==> src/rtl/if_fetch_unit.sv <==
// Instruction-fetch stage: owns the PC, issues one outstanding imem request at a time, buffers the word into IF/ID.
// Optional: define IF_STALL_CNT_EN to add the saturating stall_cycles counter output.
module if_fetch_unit #(
    parameter logic [31:0] RESET_PC = 32'h0000_0000
) (
    input  logic        clock,
    input  logic        reset_n,
    input  logic        stall,
    input  logic        redirect,
    input  logic [31:0] redirect_pc,
    output logic        imem_req,
    output logic [31:0] imem_addr,
    input  logic        imem_ready,
    input  logic        imem_rvalid,
    input  logic [31:0] imem_rdata,
    output logic [31:0] Inst,
    output logic [31:0] PC_Plus4,
    output logic        IFIDWrite,
    output logic        flush
`ifdef IF_STALL_CNT_EN
    ,
    output logic [31:0] stall_cycles
`endif
);

    typedef enum logic [2:0] {
        IDLE,
        REQ,
        WAIT,
        READY,
        DRAIN
    } state_t;

    state_t      state;
    state_t      state_next;
    logic [31:0] pc;

    assign imem_addr = pc;

    always_ff @(posedge clock or negedge reset_n) begin
        if (!reset_n) begin
            state <= IDLE;
        end else begin
            state <= state_next;
        end
    end

    always_comb begin
        state_next = state;
        imem_req   = 1'b0;
        IFIDWrite  = 1'b0;
        flush      = redirect;
        case (state)
            IDLE:  state_next = REQ;
            REQ: begin
                imem_req = 1'b1;
                if (imem_ready) state_next = WAIT;
            end
            WAIT:  if (imem_rvalid) state_next = READY;
            READY: begin
                if (!stall) begin
                    IFIDWrite  = 1'b1;
                    state_next = REQ;
                end
            end
            DRAIN: if (imem_rvalid) state_next = REQ;
            default: state_next = IDLE;
        endcase

        // A redirect must still retire any request already accepted by memory before refetching.
        if (redirect) begin
            IFIDWrite = 1'b0;
            case (state)
                REQ:     state_next = imem_ready  ? DRAIN : REQ;
                WAIT:    state_next = imem_rvalid ? REQ   : DRAIN;
                DRAIN:   state_next = imem_rvalid ? REQ   : DRAIN;
                default: state_next = REQ;
            endcase
        end
    end

    always_ff @(posedge clock or negedge reset_n) begin
        if (!reset_n) begin
            pc       <= RESET_PC;
            Inst     <= 32'h0;
            PC_Plus4 <= 32'h0;
        end else begin
            if (redirect) begin
                pc <= {redirect_pc[31:2], 2'b00};
            end else if (IFIDWrite) begin
                pc <= PC_Plus4;
            end
            if (state == WAIT && imem_rvalid && !redirect) begin
                Inst     <= imem_rdata;
                PC_Plus4 <= pc + 32'd4;
            end
        end
    end

`ifdef IF_STALL_CNT_EN
    always_ff @(posedge clock or negedge reset_n) begin
        if (!reset_n) begin
            stall_cycles <= 32'h0;
        end else if (state == READY && stall && !redirect && stall_cycles != 32'hFFFF_FFFF) begin
            stall_cycles <= stall_cycles + 32'd1;
        end
    end
`endif

endmodule

==> config.mk <==
export PLATFORM = sky130hd
export DESIGN_NAME = if_fetch_unit
export DESIGN_NICKNAME = d
export VERILOG_FILES = /design/src/rtl/if_fetch_unit.sv
export SDC_FILE = /design/constraint.sdc
export NUM_CORES = 1
export LEC_CHECK = 0
export ABC_AREA = 0
export BUFFER_PORTS_ARGS = -buffer_cell sky130_fd_sc_hd__buf_2
export CAP_MARGIN = 25
export CORE_MARGIN = 5
export CORE_UTILIZATION = 50
export CTS_CLUSTER_DIAMETER = 80
export CTS_CLUSTER_SIZE = 14
export DETAILED_ROUTE_END_ITERATION = 16
export MAX_ROUTING_LAYER = met4
export PLACE_DENSITY = 0.8
export SYNTH_ARGS = -nofsm -noshare
export SYNTH_HDL_FRONTEND = slang
export SYNTH_SLANG_ARGS = --single-unit
==> constraint.sdc <==
create_clock -name clock -period 2.3 [get_ports clock]
set_clock_uncertainty 0.05 [all_clocks]
set_input_delay 0.46 -clock clock [delete_from_list [all_inputs] [get_ports clock]]
set_output_delay 0.46 -clock clock [all_outputs]
set_load 0.005 [all_outputs]
==> results by group, run 1 <==
Clocking
  – Hold buffers post-CTS: 0
  – TritonCTS Buffers: 9
  – Clk slew on worst S/H paths: 0.10 ns
  – CTS sink cnt: 99
  – H-tree depth: 3
  – Post-CTS Setup Repair Bufs: 0
  – CTS tree: built
  – Post_cts resized: 0
  – CTS Buffer Depth: 2
  – Clock Latency Late Sink: 0.36 ns
  – CTS root buf: clkbuf_8

Finish
  – Layout cells sized above 1: 30.88%
  – Commonest non-fill, non-tap cell in the layout: buf_2
  – Core Util, Final: 63.79%
  – Post-route design area: 5811 sq um
  – Most frequent cells in the layout: 165 x buf_2, 161 x nand2_1, 99 x dfrtp_1
  – Layout Cells excl Fill: 779
  – Synth-to-Final Area Change: 26.50%
  – Layout fillers: 815
  – Post-layout nets: 733

Power and ir drop
  – Max rail drop VDD: 0.5393 mV
  – P_sw: 0.001880 W
  – Comb pwr share: 29.3%
  – Power per Cell Area: 954.1 nW/um^2
  – Flop pwr share: 49.5%
  – Clock share of power: 21.2%
  – Internal power: 0.003664 W
  – Sw Share: 33.91%
  – P_leak: 2.941 nW

Critical path
  – Path depth of the worst reg2reg path: 4
  – Reg2reg start: imem_addr[7]$_DFFE_PN0P_
  – RR Endpoint: PC_Plus4[30]$_DFFE_PN0P_
  – Worst setup path startpoint: imem_addr[7]$_DFFE_PN0P_
  – Worst setup path endpoint: PC_Plus4[30]$_DFFE_PN0P_
  – Worst endpoint data arrival time: 2.40 ns
  – R2R Setup Slk: 0.13 ns
  – Worst path required time: 2.52 ns
  – Crit. End Element: flop
  – Startpoint types: flop
  – CP max FO: 14
  – Crit Path Category: reg2reg

Floorplan
  – Die Y-Extent: 105.8 um
  – Core ar.: 9109 sq um
  – Starting Density: 50.43%
  – I/O pins: 169
  – Die area: 11200 sq um
  – Row cnt: 35
  – Die X: 105.8 um

Synthesis
  – Primary FF master, synth: dfrtp_1
  – Syn nets: 571
  – Adder-cell share of the synthesized area: 0.2724%
  – Register area share after synthesis: 53.94%
  – Largest family of logic cells by synthesized area: simple AND/OR/NAND/NOR gates
  – Synth Area in XOR/XNOR: 2.670%
  – Cell area after synthesis: 4593 sq um
  – Syn Inst Count: 500
  – Synthesis Warnings: 0
  – Yosys cell types: 43
  – Simple-gate area share of the yosys netlist: 23.92%
  – EDFF count, synth: 0
  – Mux share of post-synthesis cell area: 6.129%
  – Synth async-reset ratio: 100.0%
  – Syn_area_per_cell: 9.186 sq um
  – #FFs+latches synth: 99
  – Compound-cell area share of the yosys netlist: 9.507%

Route
  – WL/cell: 15.37 um
  – Routed WL: 11.98 mm
  – DRT Pass-1 Iters: 4
  – Via-to-Cell Ratio: 5.225
  – DR vias: 4070
  – Final ANT Viol Nets: 0
  – DRT iter0 DRCs: 215
  – Drc violations: 0

STA
  – Min Tclk post-route: 2.172 ns
  – RSZ-0062 raised after global routing: false
  – Hold Slack: 0.04927 ns
  – Slew Viols, Final: 0
  – Worst slew pin tran: 0.6048 ns
  – Setup violations, final: 0
  – Tcrit/Tclk final: 94.43%
  – Final Hold Vio Count: 0
  – Fmax: 460.4 MHz
  – Max-Slew Margin vs Limit: 59.68%
  – Setup_tns: 0 ns

Placement
  – Inst Count DP: 762
  – IO Port Bufs: 166
  – Placed Area: 5599 sq um
  – Dpl hpwl: 8.665 mm
  – GP Congestion: 0.8097

Job
  – Max cap viols: 0

Global route
  – Initial antenna violation count: 1
  – Gr usage total: 22.55%
  – Maximum number of pins on one net before global-route repair: 68
  – Vias in the first global route: 4107
  – First-pass GRT wire length: 20.07 mm
  – Total global routing overflow: 0

Hold path
  – Hold Crit Class: in2async

Outcome
  – Status: completed
==> Yosys cell counts, types with 2 or more instances <==
master | instances | area [sq um]
o31ai_1 | 5 | 37.54
buf_2 | 5 | 25.02
a31oi_1 | 7 | 43.79
buf_1 | 2 | 7.510
o21ai_0 | 47 | 235.2
nand4_1 | 6 | 37.54
nand3b_1 | 2 | 15.01
nor2b_1 | 2 | 12.51
nand2_1 | 161 | 604.3
inv_1 | 8 | 30.03
and4_1 | 3 | 26.28
nor3_1 | 6 | 30.03
xor2_1 | 2 | 17.52
o211ai_1 | 6 | 45.04
nor2_1 | 20 | 75.07
mux2i_1 | 27 | 270.3
or4_4 | 2 | 22.52
clkbuf_1 | 22 | 82.58
dfrtp_1 | 99 | 2477
xnor2_1 | 12 | 105.1
or3_1 | 2 | 12.51
a21oi_1 | 7 | 35.03
nor4_1 | 4 | 25.02
nand3_1 | 14 | 70.07
or4_1 | 11 | 82.58
==> worst max-delay path, stage by stage, from the launching register on <==
cell and delay (ns):
dfrtp_1 0.48, nand3_4 0.17, or4_4 0.66, or4_1 0.54, a31oi_1 0.19
==> through the flow <==
stage | power [W] | worst slack (ns)
6_report | 0.005544 | 0.1280
5_1_grt | 0.005958 | 0.01949
4_1_cts | 0.005612 | 0.05248
3_5_place_dp | 0.004436 | 0.06896
3_3_place_gp | 0.004338 | 0.1457
2_1_floorplan | 0.003469 | 0.2162
==> power by group through the flow <==
stage                     registers, W  clock network, W  logic (W)
after floorplan                0.00278                 0   0.000685
after global placement         0.00274                 0    0.00160
after detailed placement       0.00278                 0    0.00166
after CTS                      0.00275           0.00120    0.00166
after global routing           0.00283           0.00128    0.00185
final                          0.00275           0.00118    0.00162
==> cell families after synthesis <==
family                   after synthesis
AND/OR/NAND/NOR                      242
flip-flops                            99
AO/OA/AOI/OAI                         77
buffers and inverters                 39
multiplexers                          28
XOR/XNOR                              14
adder cells (fa/ha/maj)                1
==> per-layer routing <==
metal | track usage [%] | vias up | share of wire [%]
li1 | - | 2016 | -
met1 | 29.16 | 1888 | 43
met2 | 35.97 | 149 | 48
met3 | 5.634 | 17 | 7.9
met4 | 5.550 | 0 | 1.2
met5 | - | - | 0
==> registers in the layout, summed over array words and instances (netlist names) <==
name       flops
Inst          32
state          3
PC_Plus4      32
imem_addr     32
==> worst min path at each step <==
stage	startpoint	endpoint	slack, ns
after floorplan	reset_n	Inst[0]$_DFFE_PN0P_	0.11
after global placement	Inst[20]$_DFFE_PN0P_	Inst[20]$_DFFE_PN0P_	0.40
after detailed placement	Inst[26]$_DFFE_PN0P_	Inst[26]$_DFFE_PN0P_	0.41
after CTS	reset_n	PC_Plus4[25]$_DFFE_PN0P_	0.07
after global routing	reset_n	PC_Plus4[28]$_DFFE_PN0P_	0.09
final	reset_n	imem_addr[26]$_DFFE_PN0P_	0.05
==> layout make-up <==
class	instances	area [sq um]	share of cell area, %
clock buffer	10	137.6	2.369
clock inverter	6	71.32	1.227
antenna	1	2.502	0.04307
timing repair buffer	182	978.4	16.84
sequential	99	2477	42.64
inverter	8	30.03	0.5168
multi-input combinational	362	1974	33.98
tap	111	138.9	2.390
(Power assumes the default switching activity.)
==> run 2: changes to the inputs <==
--- a/config.mk
+++ b/config.mk
@@ -9,12 +9,13 @@
 export BUFFER_PORTS_ARGS = -buffer_cell sky130_fd_sc_hd__buf_2
 export CAP_MARGIN = 25
 export CORE_MARGIN = 5
-export CORE_UTILIZATION = 50
+export CORE_UTILIZATION = 53
 export CTS_CLUSTER_DIAMETER = 80
 export CTS_CLUSTER_SIZE = 14
 export DETAILED_ROUTE_END_ITERATION = 16
+export GPL_TIMING_DRIVEN = 0
 export MAX_ROUTING_LAYER = met4
-export PLACE_DENSITY = 0.8
+export PLACE_DENSITY = 0.84
 export SYNTH_ARGS = -nofsm -noshare
 export SYNTH_HDL_FRONTEND = slang
 export SYNTH_SLANG_ARGS = --single-unit
==> constraint.sdc (replaced) <==
create_clock -name clock -period 2.51 [get_ports clock]
set_clock_uncertainty 0.05 [all_clocks]
set_input_delay 0.502 -clock clock [delete_from_list [all_inputs] [get_ports clock]]
set_output_delay 0.502 -clock clock [all_outputs]
set_load 0.005 [all_outputs]
==> run 2 against run 1 <==
  * Clock power is 9% lower
  * Sequential cell count stayed put
  * Sequential share of layout area decreased by 0.082 points
  * Worst hold slack got worse by 0.025 ns
  * Combinational power decreased by 8%
  * Critical path type is now reg2out
  * Critical path depth rose by 1
  * Core utilization grew 4.0 points
  * Cell area up 0.19%
==> results by group, run 2 (synthesized netlist as in run 1, its figures left out) <==
Outcome
  – Status: completed

Placement
  – Inst Count DP: 775 (+1.7%)
  – Setup WS pre-CTS: -0.05945 ns (-0.1284 ns)
  – GP Congestion: 0.8257 (+2.0%)
  – Dpl hpwl: 9.628 mm (+11%)
  – IO Port Bufs: 166 (unchanged)

STA
  – RSZ-0062 raised after global routing: false
  – Max-Slew Margin vs Limit: 60.87% (+1.2 points)
  – Fmax: 423.3 MHz
  – Min Tclk post-route: 2.362 ns
  – Worst slew pin tran: 0.5869 ns (-0.01790 ns)
  – Setup violations, final: 0 (unchanged)
  – Final worst slack: 0.1477 ns (+0.01970 ns)
  – Tcrit/Tclk final: 94.11%
  – Hold Slack: 0.02442 ns (-0.02485 ns)
  – Slew Viols, Final: 0 (unchanged)
  – Final Hold Vio Count: 0 (unchanged)

Power and ir drop
  – Clock share of power: 21.1% (about the same)
  – Flop pwr share: 49.7% (+0.2 points)
  – Max rail drop VDD: 0.4279 mV (-21%)
  – Internal power: 0.003348 W (-8.6%)
  – P_sw: 0.001748 W (-7.0%)
  – Pwr Total: 0.005097 W (-8.1%)
  – Comb pwr share: 29.2% (about the same)
  – Power per Cell Area: 875.4 nW/um^2 (-8.2%)
  – P_leak: 2.939 nW (about the same)
  – Sw Share: 34.30% (+0.39 points)

Global route
  – Gr usage total: 25.46% (+2.9 points)
  – Maximum number of pins on one net before global-route repair: 69 (+1.5%)
  – Vias in the first global route: 4345 (+5.8%)
  – Total global routing overflow: 0 (unchanged)
  – First-pass GRT wire length: 20.67 mm (+3.0%)
  – Initial antenna violation count: 0 (-1)

Critical path
  – Crit. End Element: output pin
  – Worst endpoint data arrival time: 1.81 ns (-0.59 ns)
  – CP Buf/Inv Count: 3 (+3)
  – Startpoint types: flop
  – CP max FO: 10 (-4)
  – Largest stage delay on the critical path: 0.49 ns (-0.17 ns)
  – Crit Path Category: reg2out
  – Family with the most delay on the worst path: flip-flops
  – Worst path required time: 1.96 ns (-0.56 ns)
  – CP Cell Sequence: nor4bb_4, clkbuf_1, buf_4, nor2b_1, buf_2
  – CP max stage cell: dfrtp_1

Hold path
  – Hold Crit Class: in2async

Finish
  – Most frequent cells in the layout: 169 x buf_2, 161 x nand2_1, 99 x dfrtp_1
  – Sequential cell area: 2477 sq um (unchanged)
  – Core Util, Final: 67.75% (+4.0 points)
  – Inserted Diodes: 0 (-1)
  – Multi-input gate area: 1967 sq um (-0.38%)
  – Commonest non-fill, non-tap cell in the layout: buf_2
  – Synth-to-Final Area Change: 26.75%
  – Layout fillers: 716 (-12%)
  – Layout cells sized above 1: 29.14% (-1.7 points)
  – Post-layout nets: 749 (+2.2%)
  – Layout Cells excl Fill: 791 (+1.5%)

Clocking
  – CTS Buffer Depth: 2 (unchanged)
  – CTS tree: built
  – H-tree depth: 3 (unchanged)
  – TritonCTS Buffers: 9 (unchanged)
  – Hold buffers post-CTS: 0 (unchanged)
  – Clk slew on worst S/H paths: 0.10 ns (about the same)
  – Clock Latency Late Sink: 0.36 ns (about the same)
  – Post-CTS Setup Repair Bufs: 0 (unchanged)
  – CTS root buf: clkbuf_8
  – CTS sink cnt: 99 (unchanged)

Floorplan
  – Die Y-Extent: 103.1 um (-2.6%)
  – Row cnt: 34 (-2.9%)
  – I/O pins: 169 (unchanged)
  – Starting Density: 53.45% (+3.0 points)
  – Die area: 10630 sq um (-5.1%)
  – Core ar.: 8593 sq um (-5.7%)
  – Die X: 103.1 um (-2.6%)

Route
  – DRT Pass-1 Iters: 5 (+1)
  – Via-to-Cell Ratio: 5.412 (+3.6%)
  – Drc violations: 0 (unchanged)
  – Met1 WL: 5.502 mm (+6.8%)
  – Met3 WL: 1.116 mm (+18%)
  – DR vias: 4281 (+5.2%)
  – DRT iter0 DRCs: 199 (-7.4%)
  – Met2 routed WL: 6.029 mm (+5.1%)
  – Final ANT Viol Nets: 0 (unchanged)
  – Max layer used: met4
  – WL/cell: 16.21 um (+5.4%)
  – Routed WL: 12.82 mm (+7.1%)

Job
  – Max cap viols: 0 (unchanged)
-- run 2: stage by stage --
step                      cell area (sq um)  TNS (ns)
after floorplan                        4593         0
after global placement                 5559    -5.977
after detailed placement               5589   -0.3233
after CTS                              5809         0
after global routing                   5822         0
final                                  5822         0
-- run 2: final cells by class --
type,count,share of cell area (%)
inverter,8,0.5158
multi-input combinational,362,33.78
buffer,31,2.429
sequential,99,42.55
timing repair buffer,167,14.79
clock inverter,6,1.247
tap,108,2.321
clock buffer,10,2.364
-- run 2: final timing paths --
kind | start | endpoint | slack, ns | depth (start not counted)
min in group clock | imem_rdata[26] | Inst[26]$_DFFE_PN0P_ | 0.28 | 3
hold reg to reg | Inst[17]$_DFFE_PN0P_ | Inst[17]$_DFFE_PN0P_ | 0.43 | 2
hold / removal | reset_n | Inst[0]$_DFFE_PN0P_ | 0.02 | 1
setup reg to reg | imem_addr[2]$_DFFE_PN0P_ | PC_Plus4[24]$_DFFE_PN0P_ | 0.17 | 6
setup / recovery | state[2]$_DFFE_PN0P_ | IFIDWrite | 0.15 | 5
max in group asynchronous | reset_n | PC_Plus4[3]$_DFFE_PN0P_ | 1.71 | 2
-- run 2: power groups by stage --
stage / registers [W] / logic (W) / clock network [W]
5_1_grt: 0.00261 / 0.00170 / 0.00116
3_5_place_dp: 0.00256 / 0.00150 / 0
2_1_floorplan: 0.00255 / 0.000627 / 0
6_report: 0.00253 / 0.00149 / 0.00107
4_1_cts: 0.00253 / 0.00151 / 0.00110
3_3_place_gp: 0.00252 / 0.00143 / 0
-- run 2: worst register-to-register path, stage by stage (launching register included) --
cell	delay, ns
dfrtp_1	0.46
ha_1	0.27
nand3_2	0.16
or4_4	0.59
buf_6	0.17
or4_1	0.48
nand3_1	0.11
-- run 2: per-layer routing --
layer | vias to the layer above | track usage [%]
li1 | 2057 | -
met1 | 2012 | 33.52
met2 | 195 | 40.75
met3 | 17 | 3.654
met4 | 0 | 8.466
met5 | - | -
-- run 2: timing repair --
action                     CTS  global route
cloned                       0             0
setup endpoints to repair    1            11
gates resized for setup      3             5
==> run 3: changes to the inputs <==
--- a/config.mk
+++ b/config.mk
@@ -9,13 +9,12 @@
 export BUFFER_PORTS_ARGS = -buffer_cell sky130_fd_sc_hd__buf_2
 export CAP_MARGIN = 25
 export CORE_MARGIN = 5
-export CORE_UTILIZATION = 53
+export CORE_UTILIZATION = 34
 export CTS_CLUSTER_DIAMETER = 80
 export CTS_CLUSTER_SIZE = 14
 export DETAILED_ROUTE_END_ITERATION = 16
-export GPL_TIMING_DRIVEN = 0
 export MAX_ROUTING_LAYER = met4
-export PLACE_DENSITY = 0.84
+export PLACE_DENSITY = 0.58
 export SYNTH_ARGS = -nofsm -noshare
 export SYNTH_HDL_FRONTEND = slang
 export SYNTH_SLANG_ARGS = --single-unit
==> run 3 against run 2 <==
  * Die area grew 50%
  * Non-clock buffer count down 22
  * Register-to-register slack lost 0.02 ns
  * Critical path type is now reg2reg
  * Wire length fell by 4.0%
  * Core utilization down 23 points
  * Cell area increased by 1.7%
==> results by group, run 3 (synthesized netlist as in run 1, its figures left out) <==
Outcome
  – Status: completed

Critical path
  – Crit. End Element: flop
  – Largest stage delay on the critical path: 0.65 ns (+0.16 ns)
  – Path depth of the worst reg2reg path: 5 (-1)
  – CP max FO: 14 (+4)
  – Levels on crit path: 5 (unchanged)
  – CP max stage cell: or4_4
  – R2R Setup Slk: 0.15 ns (-0.02 ns)
  – CP Cell Sequence: ha_1, nand3_2, or4_4, or4_1, a31oi_1
  – Crit Path Category: reg2reg
  – Startpoint types: flop
  – Worst endpoint data arrival time: 2.57 ns (+0.76 ns)
  – Worst path required time: 2.72 ns (+0.76 ns)
  – CP Buf/Inv Count: 0 (-3)
  – Reg2reg start: imem_addr[2]$_DFFE_PN0P_
  – Worst setup path startpoint: imem_addr[2]$_DFFE_PN0P_
  – Family with the most delay on the worst path: simple AND/OR/NAND/NOR gates
  – Worst setup path endpoint: PC_Plus4[28]$_DFFE_PN0P_
  – RR Endpoint: PC_Plus4[28]$_DFFE_PN0P_

Route
  – DR vias: 4104 (-4.1%)
  – DRT Pass-1 Iters: 4 (-1)
  – Met2 routed WL: 5.363 mm (-11%)
  – Drc violations: 0 (unchanged)
  – Final ANT Viol Nets: 0 (unchanged)
  – WL/cell: 14.70 um (-9.3%)
  – DRT iter0 DRCs: 179 (-10%)
  – Routed WL: 12.31 mm (-4.0%)
  – Met1 WL: 5.830 mm (+6.0%)
  – Met3 WL: 918 um (-18%)
  – Max layer used: met4
  – Via-to-Cell Ratio: 4.903 (-9.4%)

Floorplan
  – Row cnt: 42 (+24%)
  – Die X: 126.2 um (+22%)
  – Starting Density: 34.68% (-19 points)
  – Die Y-Extent: 126.2 um (+22%)
  – I/O pins: 169 (unchanged)
  – Die area: 15930 sq um (+50%)
  – Core ar.: 13240 sq um (+54%)

STA
  – Max-Slew Margin vs Limit: 60.02% (-0.85 points)
  – Tcrit/Tclk final: 93.98% (-0.14 points)
  – Fmax: 423.9 MHz (+0.15%)
  – Setup violations, final: 0 (unchanged)
  – Setup_tns: 0 ns (unchanged)
  – Slew Viols, Final: 0 (unchanged)
  – RSZ-0062 raised after global routing: false
  – Worst slew pin tran: 0.5997 ns (+0.01276 ns)
  – Final Hold Vio Count: 0 (unchanged)
  – Final worst slack: 0.1512 ns (+0.003428 ns)
  – Min Tclk post-route: 2.359 ns (-0.003428 ns)

Power and ir drop
  – Internal power: 0.003637 W (+8.6%)
  – Comb pwr share: 26.4% (-2.8 points)
  – Pwr Total: 0.005359 W (+5.1%)
  – Flop pwr share: 47.7% (-2.0 points)
  – P_sw: 0.001722 W (-1.5%)
  – Sw Share: 32.13% (-2.2 points)
  – Power per Cell Area: 905.4 nW/um^2 (+3.4%)
  – P_leak: 2.953 nW (+0.48%)
  – Clock share of power: 25.9% (+4.8 points)
  – Max rail drop VDD: 0.3476 mV (-19%)

Global route
  – Vias in the first global route: 3981 (-8.4%)
  – Total global routing overflow: 0 (unchanged)
  – Maximum number of pins on one net before global-route repair: 100 (+45%)
  – First-pass GRT wire length: 20.29 mm (-1.8%)
  – Initial antenna violation count: 0 (unchanged)
  – Gr usage total: 16.11% (-9.4 points)

Placement
  – Setup WS pre-CTS: 0.1895 ns (+0.2489 ns)
  – Dpl hpwl: 8.760 mm (-9.0%)
  – GP Congestion: 0.8094 (-2.0%)
  – IO Port Bufs: 166 (unchanged)

Finish
  – Layout fillers: 1354 (+89%)
  – Inserted Diodes: 0 (unchanged)
  – Multi-input gate area: 1974 sq um (+0.38%)
  – Synth-to-Final Area Change: 28.85%
  – Sequential cell area: 2477 sq um (unchanged)
  – Most frequent cells in the layout: 165 x buf_2, 161 x nand2_1, 99 x dfrtp_1
  – Commonest non-fill, non-tap cell in the layout: buf_2
  – Post-layout nets: 727 (-2.9%)
  – Layout cells sized above 1: 30.11% (+0.97 points)
  – Core Util, Final: 44.69% (-23 points)

Job
  – Max cap viols: 0 (unchanged)

Hold path
  – Hold Crit Class: in2async

Clocking
  – Clock Latency Late Sink: 0.35 ns (about the same)
  – CTS tree: built
  – CTS root buf: clkbuf_16
  – H-tree depth: 3 (unchanged)
  – Post-CTS Setup Repair Bufs: 0 (unchanged)
  – Clk slew on worst S/H paths: 0.07 ns (-0.03 ns)
  – TritonCTS Buffers: 9 (unchanged)
  – CTS Buffer Depth: 2 (unchanged)
  – Hold buffers post-CTS: 0 (unchanged)
  – Post_cts resized: 0 (-3)
  – CTS sink cnt: 99 (unchanged)
run 3: final cells by class:
cell class	count	area share [%]
inverters	8	0.5074
clock buffers	11	4.101
flip-flops and latches	99	41.86
multi-input cells	362	33.36
well taps	176	3.721
clock inverters	5	0.8879
repair buffers	176	15.56
run 3: worst min-delay path by stage:
| stage | cells past startpoint | startpoint | slack (ns) | end |
|---|---|---|---|---|
| global placement | 2 | Inst[14]$_DFFE_PN0P_ | 0.40 | Inst[14]$_DFFE_PN0P_ |
| detailed placement | 2 | Inst[19]$_DFFE_PN0P_ | 0.41 | Inst[19]$_DFFE_PN0P_ |
| CTS | 2 | reset_n | 0.19 | imem_addr[26]$_DFFE_PN0P_ |
| finish | 2 | reset_n | 0.15 | Inst[0]$_DFFE_PN0P_ |
| floorplan | 0 | reset_n | 0.16 | Inst[0]$_DFFE_PN0P_ |
| global route | 2 | reset_n | 0.21 | Inst[0]$_DFFE_PN0P_ |
run 3: power groups by stage:
stage / Combinational, W / Sequential [W] / Clock [W]
after floorplan: 0.000627 / 0.00255 / 0
after global placement: 0.00143 / 0.00255 / 0
after detailed placement: 0.00145 / 0.00258 / 0
after CTS: 0.00145 / 0.00256 / 0.00144
after global routing: 0.00163 / 0.00264 / 0.00150
final: 0.00142 / 0.00255 / 0.00139
run 3: stage by stage:
stage	std cells	instance area (sq um)	hold slack (ns)
after CTS	837	5918	0.1868
final	837	5918	0.1549
after global routing	837	5918	0.2078
after global placement	821	5623	0.4021
after floorplan	500	4593	0.1564
after detailed placement	821	5623	0.4081
run 3: routing by layer:
metal	vias to the layer above	track usage, %
met2	157	23.16
met5	-	-
met4	0	5.804
met3	15	4.742
li1	2017	-
met1	1915	21.66
